### src/rtl/bin2bcd_seq_if.sv
// Request/result bundle for the sequential binary-to-BCD converter.
// The requester drives start/bin; the converter returns busy/done/bcd/overflow.
interface bin2bcd_seq_if;
    logic        start;
    logic [15:0] bin;
    logic        busy;
    logic        done;
    logic [15:0] bcd;
    logic        overflow;

    modport master (output start, bin, input busy, done, bcd, overflow);
    modport slave  (input start, bin, output busy, done, bcd, overflow);
endinterface

### src/rtl/bin2bcd_seq.sv
// Sequential 16-bit binary to 4-digit packed BCD converter (double dabble, one step per cycle).
// Optional macro BIN2BCD_SATURATE_EN: results above 9999 saturate bcd to 16'h9999.
//
// state | meaning
// IDLE  | waiting for start; bcd/overflow hold the last result
// SHIFT | one add-3/shift step per cycle, 16 steps
// DONE  | one-cycle done pulse; result already visible on bcd/overflow
module bin2bcd_seq (
    input  logic          clock,
    input  logic          resetn,
    bin2bcd_seq_if.slave  bus
);
    typedef enum logic [1:0] {IDLE, SHIFT, DONE} state_t;

    state_t      state_q, state_d;
    logic [15:0] shreg_q, shreg_d;
    logic [19:0] scratch_q, scratch_d;
    logic [4:0]  cnt_q, cnt_d;
    logic        ovf_next_q, ovf_next_d;
    logic [15:0] bcd_q, bcd_d;
    logic        overflow_q, overflow_d;

    logic [19:0] adj;
    logic [35:0] step;

    always_ff @(posedge clock or negedge resetn) begin
        if (!resetn) begin
            state_q    <= IDLE;
            shreg_q    <= '0;
            scratch_q  <= '0;
            cnt_q      <= '0;
            ovf_next_q <= 1'b0;
            bcd_q      <= '0;
            overflow_q <= 1'b0;
        end else begin
            state_q    <= state_d;
            shreg_q    <= shreg_d;
            scratch_q  <= scratch_d;
            cnt_q      <= cnt_d;
            ovf_next_q <= ovf_next_d;
            bcd_q      <= bcd_d;
            overflow_q <= overflow_d;
        end
    end

    always_comb begin
        adj = '0;
        for (int i = 0; i < 5; i++) begin
            if (scratch_q[4*i +: 4] >= 4'd5)
                adj[4*i +: 4] = scratch_q[4*i +: 4] + 4'd3;
            else
                adj[4*i +: 4] = scratch_q[4*i +: 4];
        end
        step = {adj, shreg_q} << 1;
    end

    always_comb begin
        state_d    = state_q;
        shreg_d    = shreg_q;
        scratch_d  = scratch_q;
        cnt_d      = cnt_q;
        ovf_next_d = ovf_next_q;
        bcd_d      = bcd_q;
        overflow_d = overflow_q;

        case (state_q)
            IDLE: begin
                if (bus.start) begin
                    shreg_d    = bus.bin;
                    scratch_d  = '0;
                    cnt_d      = '0;
                    ovf_next_d = (bus.bin > 16'd9999);
                    state_d    = SHIFT;
                end
            end
            SHIFT: begin
                scratch_d = step[35:16];
                shreg_d   = step[15:0];
                cnt_d     = cnt_q + 5'd1;
                // Last step: publish the finished digits so scratch never reaches bcd mid-way
                if (cnt_q == 5'd15) begin
                    state_d    = DONE;
                    overflow_d = ovf_next_q;
`ifdef BIN2BCD_SATURATE_EN
                    bcd_d      = ovf_next_q ? 16'h9999 : step[31:16];
`else
                    bcd_d      = step[31:16];
`endif
                end
            end
            DONE:    state_d = IDLE;
            default: state_d = IDLE;
        endcase
    end

    assign bus.busy     = (state_q != IDLE);
    assign bus.done     = (state_q == DONE);
    assign bus.bcd      = bcd_q;
    assign bus.overflow = overflow_q;
endmodule
### src/flat_wrapper.sv
// flat-port wrapper written by rule: the top's interface ports become plain ports
module bin2bcd_seq_flat 
  (clock, resetn, bus_start, bus_bin, bus_busy, bus_done, bus_bcd, bus_overflow);
  bin2bcd_seq_if bus_i ();
  input  logic clock;
  input  logic resetn;
  input wire logic [$bits(bus_i.start)-1:0] bus_start;
  input wire logic [$bits(bus_i.bin)-1:0] bus_bin;
  output wire logic [$bits(bus_i.busy)-1:0] bus_busy;
  output wire logic [$bits(bus_i.done)-1:0] bus_done;
  output wire logic [$bits(bus_i.bcd)-1:0] bus_bcd;
  output wire logic [$bits(bus_i.overflow)-1:0] bus_overflow;
  assign bus_i.start = bus_start;
  assign bus_i.bin = bus_bin;
  assign bus_busy = bus_i.busy;
  assign bus_done = bus_i.done;
  assign bus_bcd = bus_i.bcd;
  assign bus_overflow = bus_i.overflow;
  bin2bcd_seq u_core (.clock(clock), .resetn(resetn), .bus(bus_i));
endmodule
### config.mk
export PLATFORM = sky130hd
export DESIGN_NAME = bin2bcd_seq_flat
export DESIGN_NICKNAME = d
export VERILOG_FILES = /design/src/rtl/bin2bcd_seq_if.sv /design/src/rtl/bin2bcd_seq.sv /design/src/flat_wrapper.sv
export SDC_FILE = /design/constraint.sdc
export NUM_CORES = 1
export LEC_CHECK = 0
export BUFFER_PORTS_ARGS = -buffer_cell sky130_fd_sc_hd__buf_2
export CORE_ASPECT_RATIO = 1.2
export CORE_MARGIN = 2
export CORE_UTILIZATION = 51
export CTS_CLUSTER_SIZE = 40
export DETAILED_ROUTE_END_ITERATION = 7
export GPL_ROUTABILITY_DRIVEN = 0
export PLACE_DENSITY = 0.75
export SETUP_SLACK_MARGIN = 0.15
export SLEW_MARGIN = 30
export SYNTH_ARGS = -nofsm -noshare
export SYNTH_HDL_FRONTEND = slang
export SYNTH_SLANG_ARGS = --single-unit
### constraint.sdc
create_clock -name clock -period 1.64 [get_ports clock]
set_input_delay 0.082 -clock clock [delete_from_list [all_inputs] [get_ports clock]]
set_output_delay 0.082 -clock clock [all_outputs]
set_load 0.03 [all_outputs]
### Yosys cells after proc, flatten, opt, wreduce, memory -nomap -nowiden

Cells that the tools add are included.

| storage, ports and cells | value |
|---|---|
| register bits after elaboration | 61 |
| bits of input ports | 19 |

| cells by class | value |
|---|---|
| equality and inequality tests | 5 |
| reductions and logical operators | 7 |
| $lt $le $gt $ge | 6 |
| add/sub/neg operators | 6 |
| mux-type cells | 14 |

Operator list:

| cell | number |
|---|---|
| $pmux W20 S2 | 1 |
| $pmux W16 S2 | 1 |
| $ge A4 B3 Y1 const B | 5 |
| $mux W20 | 1 |
| $add A4 B2 Y4 const B | 4 |
| $gt A16 B14 Y1 const B | 1 |
| $mux W16 | 1 |
| $mux W4 | 4 |
| $pmux W5 S2 | 1 |
| $reduce_and A2 Y1 | 4 |
| $add A5 B1 Y5 const B | 1 |
| $eq A5 B4 Y1 const B | 1 |
| $mux W5 | 1 |
| $mux W2 | 2 |
| $pmux W2 S2 | 1 |
| $reduce_bool A2 Y1 | 2 |
| $add A3 B2 Y3 const B | 1 |
| $mux W3 | 1 |
| $eq A2 B1 Y1 const B | 1 |
| $eq A2 B2 Y1 const B | 1 |
| $logic_not A2 Y1 | 1 |
| $ne A2 B1 Y1 const B | 1 |
| $ne A2 B2 Y1 const B | 1 |

### Depth between registers and ports, before layout

Gate-level depths: netlist of the first run.

| depth | value |
|---|---|
| word-level depth | 3 |
| gate-level depth with buffers | 8 |

### Worst setup path before layout of the first run

OpenSTA, ideal clock, no wires.

| timing | value |
|---|---|
| path type | register to register |
| from | register u_core.cnt_q[0] |
| to | register u_core.bcd_q[0], in the netlist u_core.bus.bcd[0] |
| cell stages (with the launch flop) | 7 |
| arrival | 1479 ps |
| slack | 33 ps |
| setup time | 128 ps |
| buffers on the path | 1 |
| cell sequence | dfrtp_1 ha_1 and3_1 ha_1 nand2_1 buf_4 mux2_1 |

| on the way | value |
|---|---|
| cells in the longest elaborated chain, start to end | 2 |

RTL lines:

| what | line | text |
|---|---|---|
| start, declared | bin2bcd_seq.sv:18 | `logic [4:0] cnt_q, cnt_d;` |
| start signal, assigned | bin2bcd_seq.sv:39 | `cnt_q <= cnt_d;` |
| $eq A5 B4 Y1 | bin2bcd_seq.sv:81 | `if (cnt_q == 5'd15) begin` |
| $reduce_and A2 Y1 (no line) | - |  |
| end signal, assigned | bin2bcd_seq.sv:33 | `bcd_q <= '0;` |
| end signal, assigned | bin2bcd_seq.sv:41 | `bcd_q <= bcd_d;` |
| end, declared | bin2bcd_seq.sv:20 | `logic [15:0] bcd_q, bcd_d;` |

Every way passes these cells.
A chain may end at the register's enable or synchronous reset.

### Final worst setup path of the first run

Same ends and word-level chain as after synthesis.

==> results of run 1 <==
-- area by class of cell --
cell class	instances	area share (%)
Clock inverter	2	0.956
Inverter	10	1.02
Clock buffer	14	4.71
Multi-Input combinational cell	189	35.7
Timing Repair Buffer	82	16.6
Sequential cell	57	39.0
Tap cell	60	2.05
-- through the flow --
stage | instance area, sq um | total power (uW) | setup slack [ns]
global route | 3660 | 8480 | 0.134
finish | 3660 | 7930 | 0.173
detailed placement | 2950 | 5550 | 0.0192
floorplan | 2680 | 4750 | 0.140
global placement | 2950 | 5450 | 0.0590
CTS | 3440 | 7300 | 0.140
-- power groups by stage --
stage	logic, uW	registers (uW)	clock network, uW
after floorplan	1900	2850	0
after global placement	2940	2510	0
after detailed placement	3020	2540	0
after CTS	3370	2530	1400
after global routing	4380	2640	1460
final	3990	2560	1380
-- state kept, by name (all words and copies together), names as in the netlist --
register,flops
u_core.bus.bcd,16
u_core.bus.overflow,1
u_core.cnt_q,5
u_core.ovf_next_q,1
u_core.scratch_q,16
u_core.shreg_q,16
u_core.state_q,2
-- worst max-delay path by stage --
stage	endpoint	slack, ns
after floorplan	u_core.bus.bcd[0]$_DFFE_PN0P_	0.14
after global placement	u_core.scratch_q[2]$_DFFE_PN0P_	0.06
after detailed placement	u_core.bus.bcd[14]$_DFFE_PN0P_	0.02
after CTS	u_core.bus.bcd[14]$_DFFE_PN0P_	0.14
after global routing	u_core.scratch_q[12]$_DFFE_PN0P_	0.13
final	u_core.bus.bcd[0]$_DFFE_PN0P_	0.17
-- logic make-up (layout without fill, tap and decap cells) --
family | after synthesis | after routing | share of synthesized area, %
fa+ha+maj | 10 | 10 | 4.75
buf+inv | 23 | 108 | 3.94
compound gates | 71 | 71 | 16.0
mux | 6 | 6 | 2.57
flops | 57 | 57 | 54.2
xor+xnor | 4 | 4 | 1.33
simple gates | 98 | 98 | 17.2
-- worst min-delay path, delay by kind of cell --
kind     cells  cell delay (ns)
buf+inv      3             0.92
-- cell usage after synthesis --
cell type  number  share of area, %
dfrtp_1        57                54
nor3b_4         1              0.71
clkbuf_1        3              0.43
o21ai_1         2              0.38
o31ai_1         1              0.29
nand4_1         2              0.48
nand3b_1        1              0.29
inv_1           9               1.3
o21bai_1        1              0.29
nor2b_1         1              0.24
a2bb2oi_1       4               1.3
inv_2           1              0.14
o41ai_1         1              0.33
ha_1           10               4.8
buf_2           8               1.5
a22oi_1        15               4.3
nor2_1          7               1.0
o21ai_0        38               7.2
nand2_1        65               9.3
nor3_1          5              0.95
a41oi_1         1              0.33
nor3b_1         7               2.0
buf_4           2              0.57
and2b_4         1              0.38
o22ai_1         1              0.24
nor2_2          1              0.24
nand2b_1        5               1.2
or2_2           1              0.24
mux2_1          2              0.86
xnor2_1         4               1.3
and3_1          1              0.24
a21oi_1         7               1.3
mux2_2          4               1.7
-- per-layer routing --
layer / up-vias / part of all wire (%) / wire [um]
met5: - / 0 / 0
met4: 0 / 2.5 / 152
met3: 12 / 5.1 / 312
met2: 68 / 50 / 3030
met1: 1073 / 43 / 2610
li1: 1087 / - / -
-- repair_timing --
item,in CTS,in global routing
pin swaps,5,7
setup buffers,7,11
cloned,0,1
endpoints found under the hold margin,73,0
setup endpoints to repair,19,27
gates resized for setup,22,34
hold buffers,17,0
==> results.json, run 1 <==
{
  "cp_top_family": "flip-flops",
  "path_cells": "ha_2 -> and3_4 -> ha_4 -> nand2_8 -> mux2_4",
  "drt_iter0_markers": 146,
  "outcome": "finished clean",
  "setup_viol": 0,
  "rrSetupSlack_ns": 0.17,
  "r2r_cells": 5,
  "cp_slowest_cell": "dfrtp_1",
  "final_cell_mix": "nand2_1, dfrtp_1, buf_2",
  "critPathMaxFanout": 7,
  "p_leak_uw": 0.00171,
  "cpPeakStageDelay_ns": 0.39,
  "place_inst": 362,
  "antenna_found_initial": 0,
  "clkSlewWorstSetupHoldPaths_ns": 0.06,
  "ys_ff_latch": 57,
  "antenna_cells": 0,
  "peakVddDrop_uv": 1320,
  "switching_power_uw": 3230,
  "fin_util_pct": 74.2,
  "crit_type": "reg2reg",
  "top_usage_layer": "met2",
  "clk_latency_ns": 0.34,
  "r2r-start": "u_core.cnt_q[0]$_DFFE_PN0P_",
  "wl_per_cell_um": 14.7,
  "ff_latch_area_sq_mm": 0.00143,
  "gr-total-overflow": 0,
  "core_sq_mm": 0.00494,
  "cts_buffer_depth": 2,
  "area_growth_pct": 39.2,
  "worstPathArrival_ns": 1.69,
  "fin_crit_ns": 1.47,
  "crit_required_ns": 1.86,
  "start_util_pct": 53.3,
  "io_pins": 38,
  "syn_inst": 269,
  "fin_nets": 378,
  "crit_buf_inv": 0,
  "slew_violations": 0,
  "layout_commonest_cell": "nand2_1",
  "multiInputGateArea_sq_mm": 0.00131,
  "syn_area_sq_mm": 0.00263,
  "cts.root.buffer_cell": "clkbuf_8",
  "drc": 0,
  "drv_cap": 0,
  "die_w_um": 69.6,
  "timing_hold_violations_final": 0,
  "htreeDepth": 3,
  "startpoint": "u_core.cnt_q[0]$_DFFE_PN0P_",
  "critPathLaunchType": "flop",
  "finalWirelength_um": 6110,
  "netSwitchingFraction_pct": 40.7,
  "totalNegativeSetupSlack_ns": 0,
  "end_kind": "flop",
  "seq_power_share_pct": 32.3,
  "fmax_ghz": 0.682,
  "dieHeight_um": 82.7,
  "fin_cells": 414,
  "grt_pass1_wl_um": 9630,
  "combPwrFrac_pct": 50.3,
  "viasPerCell": 5.41,
  "num_rows": 28,
  "dpl.hpwl_um": 3420,
  "relSlewSlack_pct": 78.1,
  "clock_sink_count": 57,
  "cts_tree": "done",
  "ant_nets": 0,
  "dr_total_vias": 2240,
  "clkPwrFrac_pct": 17.4,
  "worstMarginPinSlew_ns": 0.324,
  "grt_util_all_layers_pct": 22.0,
  "p_per_area_mw_per_mm2": 2160,
  "hp-class": "in2async",
  "finalClockSkew_ns": 0.00784,
  "synth.distinct_cells": 33,
  "whs_ns": 0.266,
  "cts_buffers": 9,
  "grt_use_met2_pct": 38.0,
  "period_share_pct": 89.5,
  "avgSynthCellArea_sq_um": 9.79,
  "drive_gt1_share_pct": 35.6,
  "gr-usage-met3_pct": 5.83,
  "yosys_warnings": 0,
  "portBuffers": 37,
  "syn-num-nets": 298,
  "internal-power_uw": 4700,
  "dieArea_sq_mm": 0.00575,
  "use_met1_pct": 25.2,
  "crit_cells": 5,
  "n_fill_cell": 347,
  "worst_r2r_endpoint": "u_core.bus.bcd[0]$_DFFE_PN0P_",
  "dr.pass1.iters": 4,
  "grt_max_degree": 58,
  "grt_pass1_vias": 2088,
  "rsz0062_at_grt": "yes",
  "yosysSeqAreaShare_pct": 54.2
}
No activity file was read; power rests on OpenSTA's default activity.
==> run 2: changes to the inputs <==
--- a/config.mk
+++ b/config.mk
@@ -7,7 +7,7 @@
 export LEC_CHECK = 0
 export BUFFER_PORTS_ARGS = -buffer_cell sky130_fd_sc_hd__buf_2
 export CORE_ASPECT_RATIO = 1.2
-export CORE_MARGIN = 2
+export CORE_MARGIN = 3
 export CORE_UTILIZATION = 51
 export CTS_CLUSTER_SIZE = 40
 export DETAILED_ROUTE_END_ITERATION = 7
==> results.json, run 2 (synthesis gave the netlist of run 1 again) <==
{
  "cts.root.buffer_cell": "clkbuf_8",
  "start_util_pct": 52.9,
  "clk_latency_ns": 0.33,
  "slew_violations": 0,
  "htreeDepth": 3,
  "grt_pass1_wl_um": 10000,
  "area_growth_pct": 39.0,
  "dieHeight_um": 84.7,
  "period_share_pct": 90.6,
  "cpPeakStageDelay_ns": 0.38,
  "fin_nets": 375,
  "dr_total_vias": 2226,
  "path_cells": "ha_2 -> and3_4 -> ha_4 -> nand2_8 -> mux2_4",
  "critPathLaunchType": "flop",
  "antenna_cells": 0,
  "finalWirelength_um": 6180,
  "rsz0062_at_grt": "yes",
  "holdPathStages": 3,
  "dpl.hpwl_um": 3530,
  "fmax_ghz": 0.673,
  "design_area_sq_mm": 0.00366,
  "timing_hold_violations_final": 0,
  "report.power.total_uw": 7830,
  "crit_type": "reg2reg",
  "cts_buffer_depth": 2,
  "viasPerCell": 5.44,
  "gr-total-overflow": 0,
  "antenna_found_initial": 0,
  "grt_pass1_vias": 2218,
  "finalClockSkew_ns": 0.00762,
  "p_per_area_mw_per_mm2": 2140,
  "critPathMaxFanout": 8,
  "die_w_um": 71.6,
  "grt_util_all_layers_pct": 21.0,
  "drc": 0,
  "hp-class": "in2reg",
  "peakVddDrop_uv": 1060,
  "drt_iter0_markers": 108,
  "end_kind": "flop",
  "crit_required_ns": 1.85,
  "ant_nets": 0,
  "cts_tree": "done",
  "outcome": "finished clean",
  "r2r-start": "u_core.cnt_q[0]$_DFFE_PN0P_",
  "dr.pass1.iters": 4,
  "fin_util_pct": 73.6,
  "whs_ns": 0.0125,
  "fin_crit_ns": 1.49,
  "place_area_sq_mm": 0.00297,
  "io_pins": 38,
  "core_sq_mm": 0.00497,
  "num_rows": 28,
  "grt_max_degree": 58,
  "drv_cap": 0,
  "min_from": "bus_bin[13]",
  "worstPathArrival_ns": 1.70,
  "p_leak_uw": 0.00170,
  "startpoint": "u_core.cnt_q[0]$_DFFE_PN0P_",
  "final_cell_mix": "nand2_1, dfrtp_1, buf_2",
  "dieArea_sq_mm": 0.00606,
  "setup_viol": 0,
  "relSlewSlack_pct": 64.1,
  "layout_commonest_cell": "nand2_1",
  "cts_buffers": 9,
  "cp_slowest_cell": "dfrtp_1",
  "wl_per_cell_um": 15.1,
  "clock_sink_count": 57,
  "r2r_cells": 5,
  "clkSlewWorstSetupHoldPaths_ns": 0.06,
  "portBuffers": 37,
  "worstMarginPinSlew_ns": 0.538,
  "drive_gt1_share_pct": 33.8
}
run 2: cell types whose count changed in the layout (fill, tap and decap cells not counted), moves of 3 or more:
cell	before	now
buf_4	24	16
buf_6	1	5
buf_8	1	4
o21ai_1	8	14
o21ai_2	6	1
run 2: worst paths after layout:
kind | to | slack [ns]
setup / recovery | u_core.bus.bcd[0]$_DFFE_PN0P_ | 0.15
hold / removal | u_core.shreg_q[13]$_DFFE_PN0P_ | 0.01
setup reg to reg | u_core.bus.bcd[0]$_DFFE_PN0P_ | 0.15
hold reg to reg | u_core.bus.bcd[4]$_DFFE_PN0P_ | 0.48
max in group asynchronous | u_core.shreg_q[4]$_DFFE_PN0P_ | 1.10
min in group asynchronous | u_core.bus.bcd[5]$_DFFE_PN0P_ | 0.28
run 2: metal layers:
layer	part of all wire (%)	vias to the layer above	global-route usage (%)
li1	-	1078	-
met1	42	1082	27.0
met2	52	58	34.7
met3	4.6	8	4.79
met4	1.1	0	6.84
met5	0	-	0
run 2: worst max-delay path: cells and delay by family, from the launching register on:
kind	cells	cell delay [ns]
adder cells (fa/ha/maj)	2	0.37
AND/OR/NAND/NOR	2	0.30
flip-flops	1	0.38
multiplexers	1	0.31
run 2: per-stage QoR:
step | std cells | setup WS [ns] | setup TNS [ns]
global placement | 365 | -0.115 | -0.999
detailed placement | 365 | -0.146 | -1.43
floorplan | 269 | 0.140 | 0
global route | 409 | 0.0764 | 0
finish | 409 | 0.154 | 0
CTS | 403 | 0.150 | 0
run 2: layout make-up:
| cell class | count | area, sq um |
|---|---|---|
| clock buffer | 14 | 163 |
| fill | 351 | 1320 |
| inverter | 10 | 37.5 |
| multi-input combinational | 190 | 1350 |
| sequential | 57 | 1430 |
| tap | 60 | 75.1 |
| timing repair buffer | 78 | 612 |
run 2: power by group:
part           leakage [uW]  switching (uW)  internal (uW)  total [uW]
combinational      0.000911            2240           1920        4160
clock             0.0000826             503            616        1120
sequential         0.000706             485           2060        2550
total               0.00170            3230           4600        7830
run 2: repair_timing:
action	in CTS	in global routing
endpoints found under the setup margin	49	38
endpoints found under the hold margin	71	0
resized for setup	34	36
buffers inserted	9	4
cloned	0	2
hold buffers	15	0
pin swaps	5	14
